[src/rtl/msk_scan_pkg.sv]
// rtl/msk_scan_pkg.sv - shared FSM encoding and counter sizing for the masked scan chain
package msk_scan_pkg;

  localparam logic [1:0] S_IDLE  = 2'd0;
  localparam logic [1:0] S_SHIFT = 2'd1;
  localparam logic [1:0] S_DONE  = 2'd2;

  typedef enum logic [1:0] {
    ST_IDLE  = S_IDLE,
    ST_SHIFT = S_SHIFT,
    ST_DONE  = S_DONE
  } scan_state_e;

  // Shift counter width; a one-stage chain still needs a 1-bit counter.
  function automatic int cnt_width(input int n);
    return (n <= 1) ? 1 : $clog2(n);
  endfunction

endpackage

[src/rtl/msk_scan_stage.sv]
// rtl/msk_scan_stage.sv - one masked scan stage: hold / parallel / shift select into an enable register
module msk_scan_stage #(
  parameter int d     = 2,
  parameter int count = 8
) (
  input  logic               clk,
  input  logic               rst_n,
  input  logic               load_en,
  input  logic               shift_en,
  input  logic [count*d-1:0] par_in,
  input  logic [count*d-1:0] shift_in,
  output logic [count*d-1:0] q
);

  logic [count*d-1:0] next_q;

  // Whole-word select; shares are only routed, never combined, so bit i*d+j stays share j of bit i.
  always_comb begin
    next_q = q;
    if (load_en) begin
      next_q = par_in;
    end else if (shift_en) begin
      next_q = shift_in;
    end
  end

  // Stage register; reset to all-zero shares, which is a valid sharing of zero.
  always_ff @(posedge clk) begin
    if (!rst_n) begin
      q <= '0;
    end else if (load_en || shift_en) begin
      q <= next_q;
    end
  end

endmodule

[src/rtl/msk_scan_chain.sv]
// rtl/msk_scan_chain.sv - counted, handshaked masked scan chain with open and circular scan
module msk_scan_chain
  import msk_scan_pkg::*;
#(
  parameter int d     = 2,
  parameter int count = 8,
  parameter int depth = 4
) (
  input  logic                     clk,
  input  logic                     rst_n,
  input  logic                     load_valid,
  output logic                     load_ready,
  input  logic [depth*count*d-1:0] in_par,
  input  logic                     scan_start,
  input  logic                     rotate,
  input  logic [count*d-1:0]       scan_in,
  output logic [count*d-1:0]       scan_out,
  output logic [depth*count*d-1:0] out_par,
  output logic                     busy,
  output logic                     done
);

  localparam int W  = count * d;
  localparam int CW = cnt_width(depth);
  localparam logic [CW-1:0] LAST = CW'(depth - 1);

  scan_state_e   state;
  logic [CW-1:0] cnt;
  logic          rot_q;
  logic          load_acc;
  logic          shift_en;
  logic [W-1:0]  stage_q   [depth];
  logic [W-1:0]  shift_src [depth];

  assign load_acc = load_valid & load_ready;
  assign shift_en = (state == ST_SHIFT);

  // Scan sequencer; busy/done/load_ready are registered from the next state.
  always_ff @(posedge clk) begin
    if (!rst_n) begin
      state      <= ST_IDLE;
      cnt        <= '0;
      rot_q      <= 1'b0;
      busy       <= 1'b0;
      done       <= 1'b0;
      load_ready <= 1'b1;
    end else begin
      case (state)
        ST_IDLE, ST_DONE: begin
          if (!load_acc && scan_start) begin
            state      <= ST_SHIFT;
            rot_q      <= rotate;
            cnt        <= '0;
            busy       <= 1'b1;
            done       <= 1'b0;
            load_ready <= 1'b0;
          end else begin
            state      <= ST_IDLE;
            busy       <= 1'b0;
            done       <= 1'b0;
            load_ready <= 1'b1;
          end
        end
        ST_SHIFT: begin
          cnt <= cnt + 1'b1;
          if (cnt == LAST) begin
            state      <= ST_DONE;
            busy       <= 1'b0;
            done       <= 1'b1;
            load_ready <= 1'b1;
          end
        end
        default: begin
          state      <= ST_IDLE;
          busy       <= 1'b0;
          done       <= 1'b0;
          load_ready <= 1'b1;
        end
      endcase
    end
  end

  // Stage 0 takes the external word or the wrapped last stage; others take their predecessor.
  assign shift_src[0] = rot_q ? stage_q[depth-1] : scan_in;

  for (genvar k = 0; k < depth; k++) begin : g_stage
    if (k > 0) begin : g_link
      assign shift_src[k] = stage_q[k-1];
    end

    (* keep_hierarchy = "yes" *)
    msk_scan_stage #(
      .d     (d),
      .count (count)
    ) u_stage (
      .clk      (clk),
      .rst_n    (rst_n),
      .load_en  (load_acc),
      .shift_en (shift_en),
      .par_in   (in_par[k*W +: W]),
      .shift_in (shift_src[k]),
      .q        (stage_q[k])
    );

    assign out_par[k*W +: W] = stage_q[k];
  end

  assign scan_out = stage_q[depth-1];

endmodule

[config.mk]
export PLATFORM = sky130hd
export DESIGN_NAME = msk_scan_chain
export DESIGN_NICKNAME = d
export VERILOG_FILES = /design/src/rtl/msk_scan_pkg.sv /design/src/rtl/msk_scan_stage.sv /design/src/rtl/msk_scan_chain.sv
export SDC_FILE = /design/constraint.sdc
export NUM_CORES = 1
export LEC_CHECK = 0
export BUFFER_PORTS_ARGS = -buffer_cell sky130_fd_sc_hd__buf_2
export CORE_AREA = 2 2 92 94
export CTS_CLUSTER_DIAMETER = 60
export DETAILED_ROUTE_END_ITERATION = 10
export DIE_AREA = 0 0 94 96
export PLACE_DENSITY = 0.84
export SYNTH_ARGS = -nofsm -noshare
export SYNTH_HDL_FRONTEND = slang
export SYNTH_SLANG_ARGS = --single-unit
[constraint.sdc]
create_clock -name clk -period 4.4 [get_ports clk]
set_input_delay 0.88 -clock clk [delete_from_list [all_inputs] [get_ports clk]]
set_output_delay 0.88 -clock clk [all_outputs]
set_load 0.02 [all_outputs]
### Yosys cells after proc, flatten, opt, wreduce, memory -nomap -nowiden

Index checks and enable logic that the tools add are counted.

| cells by class | value |
|---|---|
| add/sub/neg operators | 1 |
| equality and inequality tests | 5 |
| muxes and demuxes | 20 |
| bitwise logic cells | 1 |
| reduce and logical (&&, ||, !) cells | 11 |

Operators by type and width:

| kind | count |
|---|---|
| $mux W16 | 9 |
| $pmux W2 S2 | 2 |
| $reduce_and A2 Y1 | 4 |
| $mux W1 | 5 |
| $eq A2 B2 Y1 const B | 2 |
| $mux W2 | 2 |
| $ne A2 B2 Y1 const B | 2 |
| $pmux W1 S2 | 2 |
| $reduce_bool A2 Y1 | 2 |
| $add A2 B1 Y2 const B | 1 |
| $eq A2 B1 Y1 const B | 1 |
| $logic_not A2 Y1 | 1 |
| $reduce_or A2 Y1 | 1 |
| $and A1 B1 Y1 | 1 |
| $logic_and A1 B1 Y1 | 1 |
| $logic_not A1 Y1 | 1 |
| $logic_or A1 B1 Y1 | 1 |

| storage, ports and cells | value |
|---|---|
| flip-flop bits (word level) | 72 |
| output and inout bits | 83 |

### Longest topological paths before layout

| logic depth | value |
|---|---|
| depth in word-level cells | 5 |
| mapped depth | 6 |
| gate-level depth less buffers | 4 |

### Modules after synthesis

Netlist, hierarchy kept.

Modules (own cells, without submodules):

| module | times used | cells an instance | area an instance (um2) | sequential area each (um2) |
|---|---|---|---|---|
| msk_scan_stage | 4 | 71 | 852.1 | 320.3 |
| msk_scan_chain | 1 | 67 | 673.1 | 160.2 |

### Worst setup path after synthesis

No wires, ideal clock.

| path | value |
|---|---|
| kind | input port to flip-flop |
| start point | in load_valid |
| end point | reg g_stage[0].u_stage.q[1] |
| library setup time | 0.116 ns |
| arrival time | 1.890 ns |
| required time | 4.284 ns |
| path slack | 2.394 ns |
| cell stages on the path | 5 |
| buffers on the path | 1 |
| cells stage by stage | nand2_1 inv_1 clkbuf_1 or2b_1 o211a_1 |

| between the ends | value |
|---|---|
| cells in the longest elaborated chain, start to end | 3 |

RTL lines:

| element | RTL line | source |
|---|---|---|
| start: declaration | msk_scan_chain.sv:11 | `input logic load_valid,` |
| $and A1 B1 Y1 * | msk_scan_chain.sv:35 | `assign load_acc = load_valid & load_ready;` |
| net load_acc | msk_scan_chain.sv:30 | `logic load_acc;` |
| $reduce_bool A2 Y1 (no line) or $logic_or A1 B1 Y1 (tied branches) | n/a |  |
| $reduce_and A2 Y1 (no line) | n/a |  |
| end signal: assignment | msk_scan_stage.sv:32 | `q <= next_q;` |
| end: declaration | msk_scan_stage.sv:12 | `output logic [count*d-1:0] q` |

The timed path passes the listed nets; every way through them passes the cells marked *.
A chain may end at the register's enable or synchronous reset.

### Worst setup path after layout

| path | value |
|---|---|
| start point | reg state[1] |
| end point | reg g_stage[2].u_stage.q[7] |

| between the ends | value |
|---|---|
| cells in the longest elaborated chain, start to end | 3 |

RTL lines:

| element | RTL line | source |
|---|---|---|
| start: declaration | msk_scan_chain.sv:27 | `scan_state_e state;` |
| start signal: assignment | msk_scan_chain.sv:41 | `state <= ST_IDLE;` |
| start signal: assignment | msk_scan_chain.sv:51 | `state <= ST_SHIFT;` |
| start signal: assignment | msk_scan_chain.sv:58 | `state <= ST_IDLE;` |
| $eq A2 B1 Y1 * | msk_scan_chain.sv:36 | `assign shift_en = (state == ST_SHIFT);` |
| net shift_en | msk_scan_chain.sv:31 | `logic shift_en;` |
| $reduce_bool A2 Y1 (no line) or $logic_or A1 B1 Y1 (tied branches) | n/a |  |
| $reduce_and A2 Y1 (no line) * | n/a |  |
| end signal: assignment | msk_scan_stage.sv:32 |  |
| end: declaration | msk_scan_stage.sv:12 |  |

Marked as above.

==> summary.log <==
[run_status] status finished clean
[timing] fin. max-slew vios 0
[global_route] number of antenna violations at the first check in global routing 0
[place] total half-perimeter wirelength after legalization and detailed placement 7.38 mm
[clock_tree] TritonCTS clock tree built
[worst_setup_path] kind of critical path flop to flop
[synth] sequential share of the synthesized area 35.3%
[clock_tree] clock net sink count 72
[worst_setup_path] required time at the worst-slack endpoint 4.63 ns
[synth] most used standard cells in the synthesized netlist dfxtp_1, o211a_1, nand2b_1
[power] power per unit of standard cell area 370 mW/mm2
[worst_setup_path] category of the worst setup path launch point flop
[power] peak supply drop 0.199 mV
[global_route] largest net degree at the start of global routing 129
[clock_tree] Clock Tree Root clkbuf_8
[worst_hold_path] hold crit path type flop to flop
[global_route] met2 layer usage reported by global route 32.4%
[timing] timing-limited maximum frequency 0.413 GHz
[floorplanning] number of I/O pins 168
[global_route] M3 GR Usage 3.45%
[synth] Synth area leader dfxtp_1
[timing] setup repair after global routing missed its margin false
[floorplanning] Core ar. 0.00805 mm2
[global_route] Top Usage Layer GRT met2
[power] part of the total power dissipated in the clock network 33.0%
[worst_setup_path] Worst Setup End Kind flop
[detailed_routing] post-route DRC violation count 0
[global_route] met1 routing resource usage after global routing 32.0%
[detailed_routing] Post-Route WL 10.3 mm
[detailed_routing] post-detailed-route count of antenna-violating nets 0
[power] net switching power 0.000522 W
[floorplanning] die area 0.00902 mm2
[finish] Total Nets Final 570
[synth] syn nets 437
[timing] worst-case headroom to the max-slew limit 19.2%
[finish] antenna cells 0
[synth] Post-synth ARST share 0%
[synth] average cell area after synthesis 11.6 um2
[timing] clock skew after layout 0.0109 ns
[global_route] combined global-route utilization of all metal layers 21.7%
[global_route] total overflow reported by the global router 0
[timing] worst-case setup margin in the final layout 1.98 ns
[detailed_routing] total vias in the final route 3110
[synth] synth warn 0
[synth] top-area cell type share of the netlist area 35.3%
[worst_setup_path] depth of the worst register-to-register path 5
[global_route] number of global-route vias before repair 2808
[worst_setup_path] CP arrival 2.65 ns
[synth] leading cell type by number of instances after synthesis dfxtp_1
[clock_tree] maximum buffer depth of the clock tree 2
[synth] number of synthesized register bits 72
[worst_hold_path] Worst Hold Path Cells 2
[job] total of max-cap violations 0
[floorplanning] horizontal die dimension 94 um
[floorplanning] Die Y 96 um
[finish] layout cells sized above 1 54.4%
[place] final weighted congestion in routability-driven placement 0.863
[detailed_routing] initial drt markers 135
[floorplanning] initial cell density of the core 50.7%
[detailed_routing] drt first pass iters 5
[clock_tree] worst skew pair latency 0.34 ns
[timing] endpoints failing hold 0
[detailed_routing] average detailed-routed wire length per instance 17.3 um
[synth] synthesized cell area 0.00408 mm2
[global_route] first-pass GRT wire length 15.0 mm
[synth] cells after synthesis 351
[clock_tree] quantity of gates resized following cts 0
[place] quantity of I/O buffers inserted on ports 167
[power] Seq pwr share 42.0%
[synth] number of enable-type register cells in the synthesized netlist 0
[power] leakage power of the design 2.90 nW
[clock_tree] clock-pin slew reported for the worst setup and hold paths after clock tree synthesis 0.08 ns
[synth] Cell variety after synth 25
[floorplanning] cell row count 33
[timing] Worst-Margin Slew 1.21 ns
[clock_tree] Clock H-tree levels 3
[timing] Post-Route Setup TNS 0 ns
[clock_tree] number of buffers created by CTS 9
[timing] Final Cycle Share 55.1%
[power] switching portion of total power 28.5%
[worst_setup_path] CP max FO 39
[place] pre-CTS setup slack 1.88 ns
[synth] predominant post-synthesis flop cell dfxtp_1
[timing] min Tclk post-route 2.42 ns
[finish] final-layout fill cell count 695
[power] design internal power 0.00131 W
[clock_tree] number of buffers added to fix hold violations after cts 0
[power] combinational share of power 25.0%
[finish] Synth-to-Final Area Change 21.0%
[detailed_routing] via/cell ratio 5.24
[synth] leading cell types by total area after synthesis dfxtp_1, mux2_4, o211a_1
[timing] number of failing setup endpoints in the final timing report 0
[clock_tree] Setup Fix Bufs, Post-CTS 0
## registers in the layout, summed over array words and instances, names as in the netlist
register           cells
busy                   1
cnt                    2
done                   1
g_stage.u_stage/q     64
load_ready             1
rot_q                  1
state                  2
## layer usage
metal  up-vias  routed length [um]  part of all wire, %
met1      1513                4840                   47
met5         -                   0                    0
met3        10                 485                  4.7
met2        81                4850                   47
met4         0                 108                  1.1
li1       1506                   -                    -
## power by group through the flow
stage               sequential (W)  clock, W  combinational (W)
floorplan                 0.000826         0           0.000299
global placement          0.000779         0           0.000446
detailed placement        0.000782         0           0.000456
CTS                       0.000768  0.000610           0.000458
global route              0.000776  0.000640           0.000487
finish                    0.000768  0.000604           0.000457
## path summary, 6_finish.rpt
kind                        endpoint  slack, ns  startpoint
max          g_stage[2].u_stage/q[7]       1.98    state[1]
min reg2reg                   cnt[1]       0.48      cnt[1]
max reg2reg  g_stage[2].u_stage/q[7]       1.98    state[1]
min                           cnt[1]       0.48      cnt[1]
## logic make-up after synthesis
logic type	count (synthesis)	share of synthesized area [%]
AOI/OAI and AO/OA	70	16.7
DFF	72	35.3
adders and majority gates	1	0.307
muxes	81	26.8
and+or+nand+nor	77	11.7
buffers and inverters	50	9.20
## cells in the final DEF, fill, tap and decap left out, drive strengths merged, types with 3 or more instances in the layout
cell / netlist / final
dfxtp: 72 / 72
o21ai: 3 / 3
o211a: 65 / 65
nand3: 3 / 3
nand2: 3 / 3
clkbuf: 13 / 14
buf: 35 / 170
mux2: 80 / 80
nand2b: 61 / 61
or2b: 4 / 4
## per-stage QoR
step | hold slack [ns] | total power, W | cell area, um2 | utilization (%) | instances
global placement | 0.452 | 0.00122 | 4710 | 58.4 | 578
finish | 0.484 | 0.00183 | 4940 | 61.3 | 594
floorplan | 0.444 | 0.00112 | 4080 | - | 351
detailed placement | 0.475 | 0.00124 | 4710 | 58.4 | 578
CTS | 0.485 | 0.00184 | 4940 | 61.3 | 594
global route | 0.519 | 0.00190 | 4940 | 61.3 | 594
## critical path, cell delays in order (launching register included)
cell and delay, ns:
dfxtp_1 0.31, nand2b_1 0.22, clkinv_2 0.61, buf_4 0.56, mux2_4 0.37, o211a_1 0.21
## cell type report
type | instances | area, um2 | share of cell area, %
clock inverter | 2 | 60.1 | 1.22
inverter | 2 | 10.0 | 0.203
multi-input combinational | 229 | 2260 | 45.9
timing repair buffer | 170 | 858 | 17.4
tap | 105 | 131 | 2.66
clock buffer | 14 | 173 | 3.50
sequential | 72 | 1440 | 29.2
Note: power is estimated with default switching activity, not from simulation.
